$ cat src/rtl/lsu_mem_sequencer_if.sv
// Request/response handshake between core and LSU, and the word-addressed memory bus.
// Signal names match the original flat port list so existing hookups map one-to-one.
interface lsu_req_if;
    logic        req_valid;
    logic        req_ready;
    logic        req_we;
    logic [2:0]  req_funct3;
    logic [31:0] req_addr;
    logic [31:0] req_wdata;
    logic        resp_valid;
    logic [31:0] resp_rdata;
    logic        resp_err;

    modport master (
        output req_valid, req_we, req_funct3, req_addr, req_wdata,
        input  req_ready, resp_valid, resp_rdata, resp_err
    );
    modport slave (
        input  req_valid, req_we, req_funct3, req_addr, req_wdata,
        output req_ready, resp_valid, resp_rdata, resp_err
    );
endinterface

interface lsu_mem_if #(
    parameter int unsigned ADDR_W = 21
);
    logic              cs;
    logic              wr;
    logic [3:0]        mask;
    logic [ADDR_W-1:0] addr;
    logic [31:0]       data_wr;
    logic [31:0]       data_rd;

    modport master (
        output cs, wr, mask, addr, data_wr,
        input  data_rd
    );
    modport slave (
        input  cs, wr, mask, addr, data_wr,
        output data_rd
    );
endinterface

$ cat src/rtl/lsu_mem_sequencer.sv
// RV32I load/store sequencer in front of a word-addressed memory: splits misaligned
// accesses into two word transactions and merges/extends load data.
module lsu_mem_sequencer #(
    parameter int unsigned ADDR_W      = 21,
    parameter bit          MISALIGN_EN = 1'b1
) (
    input  logic      clk,
    input  logic      rst,
    lsu_req_if.slave  req,
    lsu_mem_if.master mem
);

    typedef enum logic [1:0] {
        IDLE,
        ACC_LO,
        ACC_HI,
        RESP
    } state_t;

    state_t            state, state_nx;
    logic              we_q;
    logic [2:0]        f3_q;
    logic [1:0]        off_q;
    logic [31:0]       wdata_q;
    logic [31:0]       lo_q;
    logic [31:0]       hi_q;
    logic              err_q;
    logic [ADDR_W-1:0] addr_q;

    logic              mis_q;
    logic              req_bad;
    logic [3:0]        base_mask;
    logic [7:0]        m64;
    logic [63:0]       w64;
    logic [31:0]       sh;
    logic [31:0]       ext;

    function automatic logic is_legal(input logic we, input logic [2:0] f3);
        if (we) return f3 <= 3'd2;
        return (f3 != 3'd3) && (f3 <= 3'd5);
    endfunction

    function automatic logic is_misaligned(input logic [1:0] size_code, input logic [1:0] off);
        return ((size_code == 2'd1) && (off == 2'd3)) ||
               ((size_code == 2'd2) && (off != 2'd0));
    endfunction

    assign mis_q   = is_misaligned(f3_q[1:0], off_q);
    assign req_bad = !is_legal(req.req_we, req.req_funct3) ||
                     (!MISALIGN_EN && is_misaligned(req.req_funct3[1:0], req.req_addr[1:0]));

    always_comb begin
        unique case (f3_q[1:0])
            2'd0:    base_mask = 4'b0001;
            2'd1:    base_mask = 4'b0011;
            default: base_mask = 4'b1111;
        endcase
        m64 = {4'b0000, base_mask} << off_q;
        w64 = {32'b0, wdata_q} << {off_q, 3'b000};
    end

    always_ff @(posedge clk) begin
        if (rst) begin
            state   <= IDLE;
            we_q    <= 1'b0;
            f3_q    <= '0;
            off_q   <= '0;
            wdata_q <= '0;
            lo_q    <= '0;
            hi_q    <= '0;
            err_q   <= 1'b0;
            addr_q  <= '0;
        end else begin
            state <= state_nx;
            if (state == IDLE && req.req_valid) begin
                we_q    <= req.req_we;
                f3_q    <= req.req_funct3;
                off_q   <= req.req_addr[1:0];
                wdata_q <= req.req_wdata;
                err_q   <= req_bad;
                if (!req_bad) addr_q <= req.req_addr[ADDR_W+1:2];
            end
            if (state == ACC_LO) begin
                if (!we_q) lo_q <= mem.data_rd;
                // word+1 wraps naturally at ADDR_W bits
                if (mis_q) addr_q <= addr_q + ADDR_W'(1);
            end
            if (state == ACC_HI && !we_q) hi_q <= mem.data_rd;
        end
    end

    always_comb begin
        state_nx    = state;
        mem.cs      = 1'b1;
        mem.wr      = 1'b1;
        mem.mask    = '0;
        mem.data_wr = '0;
        unique case (state)
            IDLE: begin
                if (req.req_valid) state_nx = req_bad ? RESP : ACC_LO;
            end
            ACC_LO: begin
                mem.cs      = 1'b0;
                mem.wr      = ~we_q;
                mem.mask    = m64[3:0];
                mem.data_wr = w64[31:0];
                state_nx    = mis_q ? ACC_HI : RESP;
            end
            ACC_HI: begin
                mem.cs      = 1'b0;
                mem.wr      = ~we_q;
                mem.mask    = m64[7:4];
                mem.data_wr = w64[63:32];
                state_nx    = RESP;
            end
            RESP: state_nx = IDLE;
            default: state_nx = IDLE;
        endcase
        // a reset landing mid-access must never let a write reach memory
        if (rst) begin
            mem.cs      = 1'b1;
            mem.wr      = 1'b1;
            mem.mask    = '0;
            mem.data_wr = '0;
        end
    end

    always_comb begin
        sh  = 32'({hi_q, lo_q} >> {off_q, 3'b000});
        ext = '0;
        case (f3_q)
            3'd0:    ext = {{24{sh[7]}}, sh[7:0]};
            3'd1:    ext = {{16{sh[15]}}, sh[15:0]};
            3'd2:    ext = sh;
            3'd4:    ext = {24'b0, sh[7:0]};
            3'd5:    ext = {16'b0, sh[15:0]};
            default: ext = '0;
        endcase
    end

    assign mem.addr       = addr_q;
    assign req.req_ready  = (state == IDLE) && !rst;
    assign req.resp_valid = (state == RESP);
    assign req.resp_err   = (state == RESP) && err_q;
    assign req.resp_rdata = (state == RESP && !err_q && !we_q) ? ext : '0;

endmodule

$ cat src/flat_wrapper.sv
// flat-port wrapper written by rule: the top's interface ports become plain ports
module lsu_mem_sequencer_flat 
#(
    parameter int unsigned ADDR_W      = 21,
    parameter bit          MISALIGN_EN = 1'b1
)
  (clk, rst, req_req_valid, req_req_we, req_req_funct3, req_req_addr, req_req_wdata, req_req_ready, req_resp_valid, req_resp_rdata, req_resp_err, mem_cs, mem_wr, mem_mask, mem_addr, mem_data_wr, mem_data_rd);
  lsu_req_if req_i ();
  lsu_mem_if #(.ADDR_W(ADDR_W)) mem_i ();
  input  logic clk;
  input  logic rst;
  input wire logic [$bits(req_i.req_valid)-1:0] req_req_valid;
  input wire logic [$bits(req_i.req_we)-1:0] req_req_we;
  input wire logic [$bits(req_i.req_funct3)-1:0] req_req_funct3;
  input wire logic [$bits(req_i.req_addr)-1:0] req_req_addr;
  input wire logic [$bits(req_i.req_wdata)-1:0] req_req_wdata;
  output wire logic [$bits(req_i.req_ready)-1:0] req_req_ready;
  output wire logic [$bits(req_i.resp_valid)-1:0] req_resp_valid;
  output wire logic [$bits(req_i.resp_rdata)-1:0] req_resp_rdata;
  output wire logic [$bits(req_i.resp_err)-1:0] req_resp_err;
  output wire logic [$bits(mem_i.cs)-1:0] mem_cs;
  output wire logic [$bits(mem_i.wr)-1:0] mem_wr;
  output wire logic [$bits(mem_i.mask)-1:0] mem_mask;
  output wire logic [$bits(mem_i.addr)-1:0] mem_addr;
  output wire logic [$bits(mem_i.data_wr)-1:0] mem_data_wr;
  input wire logic [$bits(mem_i.data_rd)-1:0] mem_data_rd;
  assign req_i.req_valid = req_req_valid;
  assign req_i.req_we = req_req_we;
  assign req_i.req_funct3 = req_req_funct3;
  assign req_i.req_addr = req_req_addr;
  assign req_i.req_wdata = req_req_wdata;
  assign req_req_ready = req_i.req_ready;
  assign req_resp_valid = req_i.resp_valid;
  assign req_resp_rdata = req_i.resp_rdata;
  assign req_resp_err = req_i.resp_err;
  assign mem_cs = mem_i.cs;
  assign mem_wr = mem_i.wr;
  assign mem_mask = mem_i.mask;
  assign mem_addr = mem_i.addr;
  assign mem_data_wr = mem_i.data_wr;
  assign mem_i.data_rd = mem_data_rd;
  lsu_mem_sequencer #(.ADDR_W(ADDR_W), .MISALIGN_EN(MISALIGN_EN)) u_core (.clk(clk), .rst(rst), .req(req_i), .mem(mem_i));
endmodule
$ cat config.mk
export PLATFORM = sky130hd
export DESIGN_NAME = lsu_mem_sequencer_flat
export DESIGN_NICKNAME = d
export VERILOG_FILES = /design/src/rtl/lsu_mem_sequencer_if.sv /design/src/rtl/lsu_mem_sequencer.sv /design/src/flat_wrapper.sv
export SDC_FILE = /design/constraint.sdc
export NUM_CORES = 1
export LEC_CHECK = 0
export CELL_PAD_IN_SITES_DETAIL_PLACEMENT = 1
export CELL_PAD_IN_SITES_GLOBAL_PLACEMENT = 1
export CORE_MARGIN = 2
export CORE_UTILIZATION = 40
export DETAILED_ROUTE_END_ITERATION = 7
export DONT_BUFFER_PORTS = 1
export PLACE_DENSITY = 0.69
export SLEW_MARGIN = 20
export SYNTH_ARGS = -nofsm -noshare
export SYNTH_HDL_FRONTEND = slang
export SYNTH_SLANG_ARGS = --single-unit
$ cat constraint.sdc
create_clock -name clk -period 2.4 [get_ports clk]
set_input_delay 0.48 -clock clk [delete_from_list [all_inputs] [get_ports clk]]
set_output_delay 0.48 -clock clk [all_outputs]
set_load 0.02 [all_outputs]
# [Word level (Yosys, flattened, before mapping)]
# Cells that the tools add are included.
[word_totals] word_cells=70 register_bits=126 input_bits=103
[op_classes] n_shift=3 n_addsub=1 bitwise_logic=1 n_reduce_logical=20 n_mux=22 n_lt_le_gt_ge=2 eq_ne=12
[ops] operator="$pmux W32 S5" n=1
[ops] operator="$mux W21" n=4
[ops] operator="$mux W32" n=2
[ops] operator="$pmux W32 S2" n=1
[ops] operator="$shl A32 B5 Y64" n=1
[ops] operator="$shr A64 B5 Y32" n=1
[ops] operator="$add A21 B1 Y21 const B" n=1
[ops] operator="$pmux W4 S2" n=2
[ops] operator="$logic_and A1 B1 Y1" n=9
[ops] operator="$eq A2 B2 Y1 const B" n=4
[ops] operator="$mux W1" n=8
[ops] operator="$pmux W2 S4" n=1
[ops] operator="$shl A4 B2 Y8" n=1
[ops] operator="$eq A3 B3 Y1 const B" n=2
[ops] operator="$eq A2 B1 Y1 const B" n=2
[ops] operator="$logic_not A1 Y1" n=4
[ops] operator="$logic_not A2 Y1" n=2
[ops] operator="$mux W2" n=2
[ops] operator="$mux W4" n=1
[ops] operator="$eq A3 B1 Y1 const B" n=1
[ops] operator="$eq A3 B2 Y1 const B" n=1
[ops] operator="$le A3 B2 Y1 const B" n=1
[ops] operator="$le A3 B3 Y1 const B" n=1
[ops] operator="$logic_not A3 Y1" n=1
[ops] operator="7 further kinds" n=7

# [Logic depth before layout (Yosys ltp)]
# Gate-level depths: netlist of run 1.
[logic_depth] depth_word=7 ltp_mapped=8 depth_no_buf=7

# [Worst setup path after synthesis of run 1]
# No wires, ideal clock.
[synth_path] path_kind="register -> output" startpoint="register u_core.off_q[1]" endpoint="output mem_data_wr[29]" slack_ps=150 stages_incl_launch_ff=6 t_required_ps=1920 arrival_time_ps=1770 path_cell_list="dfxtp_1 -> clkbuf_1 -> buf_2 -> buf_2 -> nor2_1 -> a211oi_1"
[synth_via] elab_chain_len=3
[synth_rtl] element="start, declared" line="lsu_mem_sequencer.sv:23" rtl="logic [1:0] off_q;"
[synth_rtl] element="start signal, assigned" line="lsu_mem_sequencer.sv:78" rtl="off_q <= req.req_addr[1:0];"
[synth_rtl] element="$shl A32 B5 Y64" line="lsu_mem_sequencer.sv:59" rtl="w64 = {32'b0, wdata_q} << {off_q, 3'b000};"
[synth_rtl] element="$pmux W32 S2" line="lsu_mem_sequencer.sv:98" rtl="unique case (state)"
[synth_rtl] element="$mux W32" line="lsu_mem_sequencer.sv:120" rtl="if (rst) begin"
[synth_rtl] element="end, declared" line="flat_wrapper.sv:25" rtl="output wire logic [$bits(mem_i.data_wr)-1:0] mem_data_wr;"
# No other way between the ends.

# [Worst setup path in the final report of run 1]
[layout_path] startpoint="register u_core.off_q[0]" endpoint="output req_resp_rdata[30]"
[layout_via] elab_chain_len=3
[layout_rtl] element="$shr A64 B5 Y32" line="lsu_mem_sequencer.sv:129" rtl="sh = 32'({hi_q, lo_q} >> {off_q, 3'b000});"
[layout_rtl] element="$pmux W32 S5" line="lsu_mem_sequencer.sv:131" rtl="case (f3_q)"
[layout_rtl] element="$mux W32" line="lsu_mem_sequencer.sv:145" rtl="assign req.resp_rdata = (state == RESP && !err_q && !we_q) ? ext : '0;"
[layout_rtl] element="end, declared" line="flat_wrapper.sv:19" rtl="output wire logic [$bits(req_i.resp_rdata)-1:0] req_resp_rdata;"
# No other way between the ends.

==> results.toml, run 1 <==
[worst_setup_path]
path_max_fanout = 6
slowest_stage = "or4_4"
cp.required_ns = 1.92
startpoint_type = "flip-flop"
worstSetupPathType = "flip-flop to output port"
end_kind = "output port"
crit_chain = "mux4_2 -> nand2_1 -> o21a_1 -> or4_4 -> buf_6 -> buf_8 -> o21ai_4"
arrival_ns = 2.28
crit_path_max_incr_delay_ns = 0.55

[synthesis]
synth_area_um2 = 6850
netlist_top_cells_area = "dfxtp_1 35%, nand2_1 12%, mux4_2 9.9%, a21oi_1 9.1%, mux2_2 3.1%"
postSynthCellCount = 875
syn-num-nets = 984
synth-main-ff-cell = "dfxtp_1"
synth_warnings = 0
ys_seq_area_share_pct = 34.5
synth_top_area_cell = "dfxtp_1"
synth_top_area_share_pct = 34.5
synth_edf_count = 0
async_flop_share_pct = 0
syn_avg_cell_area_um2 = 7.82
post_synth_num_cell_types = 53
synth-seq-cells = 118

[finish]
fin_cells = 1190
area_delta_synth_final_pct = 39.1
nets = 1066
fillers = 1889
insertedDiodeCount = 0
design_area_um2 = 9530
drive_above_1_share_pct = 34.8

[timing]
fin_ws_ns = -0.362
period_needed_ns = 2.76
finalCritPeriodShare_pct = 115
rsz0062_at_grt = "yes"
finClkSkew_ns = 0.00902
hold_violations = 0
fin_setup_tns_ns = -11.51
drv_slew = 0
worst_slew_pin_slew_ns = 0.789
slew_headroom_pct = 46.9
timing.fmax_ghz = 0.362
finalSetupViolCount = 66

[floorplanning]
core_um2 = 16600
die_y_um = 135
rows = 47
io_pins = 197
die_x_um = 135
die_area_um2 = 18200
start_util_pct = 41.1

[place]
preCtsSetupSlack_ns = 0.0594
hpwl_um = 16200
numPortBuffers = 0
dpl_cell_area_um2 = 7530
dp_cells = 1118
place.gp.congestion = 0.917

[clock_tree]
h-tree-depth = 4
cts_tree = "yes"
clk_pin_slew_ns = 0.06
cts.hold.buffers_added = 0
cts-root-buf = "clkbuf_16"
cts_buffers = 17
clkSinkCount = 118
clk_latency_ns = 0.42
cts_buffer_depth = 2

[drt]
wirelength_um = 28900
vias = 7232
drc_errors = 0
firstDrtPassIters = 5
drt_iter0_drc = 500
wl_per_cell_um = 24.3
via_per_inst = 6.08
ant_nets = 0

[hold_path]
hold_path.class = "primary input to flip-flop"

[global_route]
antenna_found_initial = 0
grt_start_max_net_pins = 121
grt_pass1_vias = 7183
grt-ovfl-total = 0
grt_pass1_wl_um = 39200
track_usage_pct = 27.6

[power]
pwr_density_cell_nw_per_um2 = 986
power.internal_w = 0.00560
total_power_w = 0.00939
p_clk_share_pct = 26.0
seq_power_share_pct = 30.6
vdd_drop_max_uv = 650
p_switching_w = 0.00379
swShare_pct = 40.3
p_leak_nw = 3.32
combPwrFrac_pct = 43.4

[run]
maxCapViolCount = 0

[run_status]
status = "finished with violations"
violations = "negative setup slack"
[timing repair]
action / 4_1_cts / 5_1_grt
resized for setup: 137 / 104
endpoints found under the setup margin: 65 / 80
buffers inserted: 11 / 17
pin swaps: 24 / 41
gates cloned: 6 / 7
[cell usage in the layout (no fill, tap or decap), types with 5 or more instances in the layout]
master     Yosys  routed
o21ai_1        8      11
nand3_1       18      13
buf_4          2      87
nor2_4         1       7
a21oi_2        0      11
a22oi_1       19       8
nor2_2         0       8
nor4_1         5       5
a31oi_1        9       8
mux4_2        30      30
nand2_2        0       6
nor2b_1       14       8
o21ai_2       10      12
a2bb2oi_1     12       5
o21ai_4        0      13
mux2i_4        0       7
buf_8          0       5
clkbuf_16      0      23
clkinv_2       0       5
o211ai_1       6       6
mux2_4         0      17
nand4_1        5       5
a22o_1         9       9
buf_6          1      20
nand2_1      227     220
dfxtp_1      118     114
a22oi_2        0      11
a2bb2oi_2      0       5
or3_1          5       5
buf_12         0       8
inv_1         22      20
a211oi_2       0       7
a21oi_1      125     114
nor2_1        55      41
[cell families (layout without fill, tap and decap cells)]
kind of cell | after synthesis | in the layout | synth area share [%]
muxes | 61 | 61 | 14.8
xor gates and xnor gates | 1 | 1 | 0.128
buffers and inverters | 94 | 186 | 5.67
and+or+nand+nor | 356 | 358 | 22.6
DFF | 118 | 118 | 34.5
AOI/OAI and AO/OA | 239 | 240 | 21.3
adders and majority gates | 6 | 6 | 1.10
[power groups by stage]
stage	Combinational (W)	Sequential, W	Clock [W]
floorplan	0.00208	0.00268	0
global placement	0.00270	0.00277	0
detailed placement	0.00281	0.00281	0
CTS	0.00336	0.00281	0.00247
global route	0.00431	0.00291	0.00257
finish	0.00407	0.00287	0.00245
[Yosys cell counts (5+ instances only)]
cell and instances:
a211oi_1 11, a21oi_1 125, a22o_1 9, a22oi_1 19, a2bb2oi_1 12, a31oi_1 9
and2_1 5, buf_2 16, clkbuf_1 51, dfxtp_1 118, ha_1 6, inv_1 22
mux2_2 19, mux2i_1 11, mux4_2 30, nand2_1 227, nand3_1 18, nand4_1 5
nor2_1 55, nor2b_1 14, nor4_1 5, o211ai_1 6, o21ai_0 22, o21ai_1 8
o21ai_2 10, or3_1 5
[cell type report]
| class | instances | area [um^2] | share of cell area (%) |
|---|---|---|---|
| multi-input cells | 666 | 4860 | 51.0 |
| flip-flops and latches | 118 | 2370 | 24.9 |
| repair buffers | 130 | 1350 | 14.2 |
| clock buffers | 24 | 493 | 5.17 |
| well taps | 220 | 275 | 2.89 |
| inverters | 24 | 103 | 1.08 |
| clock inverters | 8 | 71.3 | 0.749 |
[metal layers]
metal / global-route usage, % / part of all wire (%) / vias to the layer above
li1: - / - / 3246
met1: 34.4 / 39 / 3597
met2: 45.2 / 49 / 309
met3: 8.00 / 7.9 / 80
met4: 10.5 / 4.0 / 0
met5: 0 / 0 / -
[per-stage QoR]
step / hold slack [ns] / util (%)
5_1_grt: 0.114 / 57.2
3_3_place_gp: 0.438 / 45.3
3_5_place_dp: 0.449 / 45.3
6_report: 0.128 / 57.2
2_1_floorplan: 0.433 / -
4_1_cts: 0.118 / 53.1
[worst paths after layout]
check | from | end | slack, ns | cells after the start
setup reg to reg | u_core.off_q[0] | u_core.mem.addr[11] | 0.03 | 11
hold / removal | rst | u_core.mem.addr[15] | 0.13 | 1
hold reg to reg | u_core.lo_q[4] | u_core.lo_q[4] | 0.46 | 2
setup / recovery | u_core.off_q[0] | req_resp_rdata[30] | -0.36 | 7
[critical path, delay by kind of cell, from the launching register on]
kind	cells	cell delay [ns]
AO/OA/AOI/OAI	2	0.21
multiplexers	1	0.36
buffers and inverters	2	0.31
AND/OR/NAND/NOR	2	0.61
flip-flops	1	0.37
[flip-flops by register name, indices dropped and copies added (netlist names)]
| signal | flops |
|---|---|
| u_core.hi_q | 24 |
| u_core.we_q | 1 |
| u_core.wdata_q | 32 |
| u_core.mem.addr | 21 |
| u_core.f3_q | 3 |
| u_core.lo_q | 32 |
| u_core.err_q | 1 |
| u_core.state | 2 |
| u_core.off_q | 2 |
Power figures use the tool's default switching activity.
==> run 2, diff against run 1 <==
--- a/config.mk
+++ b/config.mk
@@ -5,6 +5,7 @@
 export SDC_FILE = /design/constraint.sdc
 export NUM_CORES = 1
 export LEC_CHECK = 0
+export ABC_AREA = 0
 export CELL_PAD_IN_SITES_DETAIL_PLACEMENT = 1
 export CELL_PAD_IN_SITES_GLOBAL_PLACEMENT = 1
 export CORE_MARGIN = 2
==> results of run 2 <==
Same layout as run 1: the final DEF is identical, and so are final timing and power.
==> run 3, diff against run 2 <==
--- a/config.mk
+++ b/config.mk
@@ -9,10 +9,10 @@
 export CELL_PAD_IN_SITES_DETAIL_PLACEMENT = 1
 export CELL_PAD_IN_SITES_GLOBAL_PLACEMENT = 1
 export CORE_MARGIN = 2
-export CORE_UTILIZATION = 40
+export CORE_UTILIZATION = 46
 export DETAILED_ROUTE_END_ITERATION = 7
 export DONT_BUFFER_PORTS = 1
-export PLACE_DENSITY = 0.69
+export PLACE_DENSITY = 0.78
 export SLEW_MARGIN = 20
 export SYNTH_ARGS = -nofsm -noshare
 export SYNTH_HDL_FRONTEND = slang
==> results.toml, run 3 (synthesis results as in run 1) <==
[run_status]
status = "finished with violations"
violations = "negative setup slack"

[worst_setup_path]
end_kind = "output port"
rr_startpoint = "u_core.off_q[0]"
startpoint_type = "flip-flop"
cp.required_ns = 1.92
r2r_cells = 7
r2r_end = "u_core.mem.addr[2]"
worstSetupPathType = "flip-flop to output port"
arrival_ns = 2.25
r2r_slack_ns = 0.08
path_max_fanout = 8

[floorplanning]
die_y_um = 126
io_pins = 197
core_um2 = 14500
rows = 44
die_area_um2 = 15900
die_x_um = 126
start_util_pct = 47.1

[place]
place.gp.congestion = 0.928
hpwl_um = 17000
preCtsSetupSlack_ns = -0.00340
numPortBuffers = 0

[clock_tree]
clk_latency_ns = 0.43
cts_buffer_depth = 2
cts_buffers = 17
clkSinkCount = 118
cts-root-buf = "clkbuf_16"
cts_tree = "yes"
clk_pin_slew_ns = 0.06
h-tree-depth = 4

[drt]
wl_per_cell_um = 28.6
via_per_inst = 6.79
ant_nets = 0
drt_iter0_drc = 1007
firstDrtPassIters = 6
wirelength_um = 32800
drc_errors = 0
vias = 7780

[power]
combPwrFrac_pct = 44.0
p_leak_nw = 3.23
p_switching_w = 0.00418
vdd_drop_max_uv = 647
swShare_pct = 42.0
seq_power_share_pct = 29.1
pwr_density_cell_nw_per_um2 = 1070
power.internal_w = 0.00576
p_clk_share_pct = 26.9

[timing]
timing.hold.ws_ns = 0.129
finalSetupViolCount = 68
timing.fmax_ghz = 0.366
fin_ws_ns = -0.330
finalCritPeriodShare_pct = 114
finClkSkew_ns = 0.0104
slew_headroom_pct = 51.2
hold_violations = 0
worst_slew_pin_slew_ns = 0.724
period_needed_ns = 2.73
drv_slew = 0
rsz0062_at_grt = "yes"

[run]
maxCapViolCount = 0

[global_route]
grt_pass1_wl_um = 41300
grt-ovfl-total = 0
grt_pass1_vias = 7580
track_usage_pct = 33.0
antenna_found_initial = 0
grt_start_max_net_pins = 121

[finish]
drive_above_1_share_pct = 34.3
mostFrequentLayoutCell = "nand2_1"
mostFrequentLayoutCells = "220 x nand2_1, 113 x a21oi_1, 112 x dfxtp_1"
largestRegisters = "u_core.lo_q (32), u_core.wdata_q (32), u_core.hi_q (24)"
nets = 1058
area_delta_synth_final_pct = 35.4

[hold_path]
hold_path.class = "primary input to flip-flop"
min_from = "rst"
min_delay_worst_endpoint = "u_core.wdata_q[18]"
hold_depth = 1
-- run 3: area by class of cell --
| cell class | instances | area [um^2] |
|---|---|---|
| timing repair buffer | 122 | 1190 |
| clock inverter | 10 | 130 |
| clock buffer | 20 | 457 |
| antenna | 1 | 2.50 |
| fill | 1661 | 5270 |
| tap | 184 | 230 |
| inverter | 24 | 100 |
| multi-input combinational | 666 | 4780 |
| sequential | 118 | 2380 |
-- run 3: worst max-delay path by stage --
stage,from,to,depth (start not counted)
2_1_floorplan,u_core.off_q[1],mem_data_wr[29],5
3_3_place_gp,u_core.state[0],mem_data_wr[27],6
3_5_place_dp,u_core.state[0],mem_data_wr[27],6
4_1_cts,u_core.off_q[0],req_resp_rdata[17],6
5_1_grt,u_core.off_q[0],mem_data_wr[5],8
6_report,u_core.off_q[1],req_resp_rdata[14],6
-- run 3: worst max-delay path, cell delays in order (launching register included) --
cell and delay, ns:
dfxtp_4 0.40, clkinv_1 0.13, mux2i_2 0.19, buf_4 0.17
or4_4 0.54, a21oi_2 0.21, buf_4 0.18
-- run 3: timing repair --
item	4_1_cts	5_1_grt
gates cloned	3	3
hold endpoints to repair	0	0
pin swaps	5	36
setup buffers	4	14
gates resized for setup	83	137
setup endpoints to repair	67	71
hold buffers	0	0
-- run 3: metrics by stage --
| stage | std cells | TNS (ns) | total power (W) | area [um^2] | utilization (%) |
|---|---|---|---|---|---|
| after floorplan | 875 | 0 | 0.00476 | 6850 | - |
| after global placement | 1090 | 0 | 0.00554 | 7570 | 52.1 |
| after detailed placement | 1090 | -0.00340 | 0.00571 | 7570 | 52.1 |
| after CTS | 1127 | -8.40 | 0.00872 | 8560 | 58.9 |
| after global routing | 1144 | -16.24 | 0.0102 | 9270 | 63.8 |
| final | 1145 | -13.62 | 0.00994 | 9270 | 63.8 |
-- run 3: power groups by stage --
stage / logic [W] / clock network (W) / registers, W
floorplan: 0.00208 / 0 / 0.00268
global placement: 0.00280 / 0 / 0.00275
detailed placement: 0.00292 / 0 / 0.00279
CTS: 0.00333 / 0.00262 / 0.00277
global route: 0.00456 / 0.00275 / 0.00291
finish: 0.00437 / 0.00267 / 0.00290
-- run 3: metal layers --
layer,share of wire (%),track usage (%)
met1,37,39.6
met2,47,53.5
met3,10,10.9
met4,5.2,15.9
met5,0,0
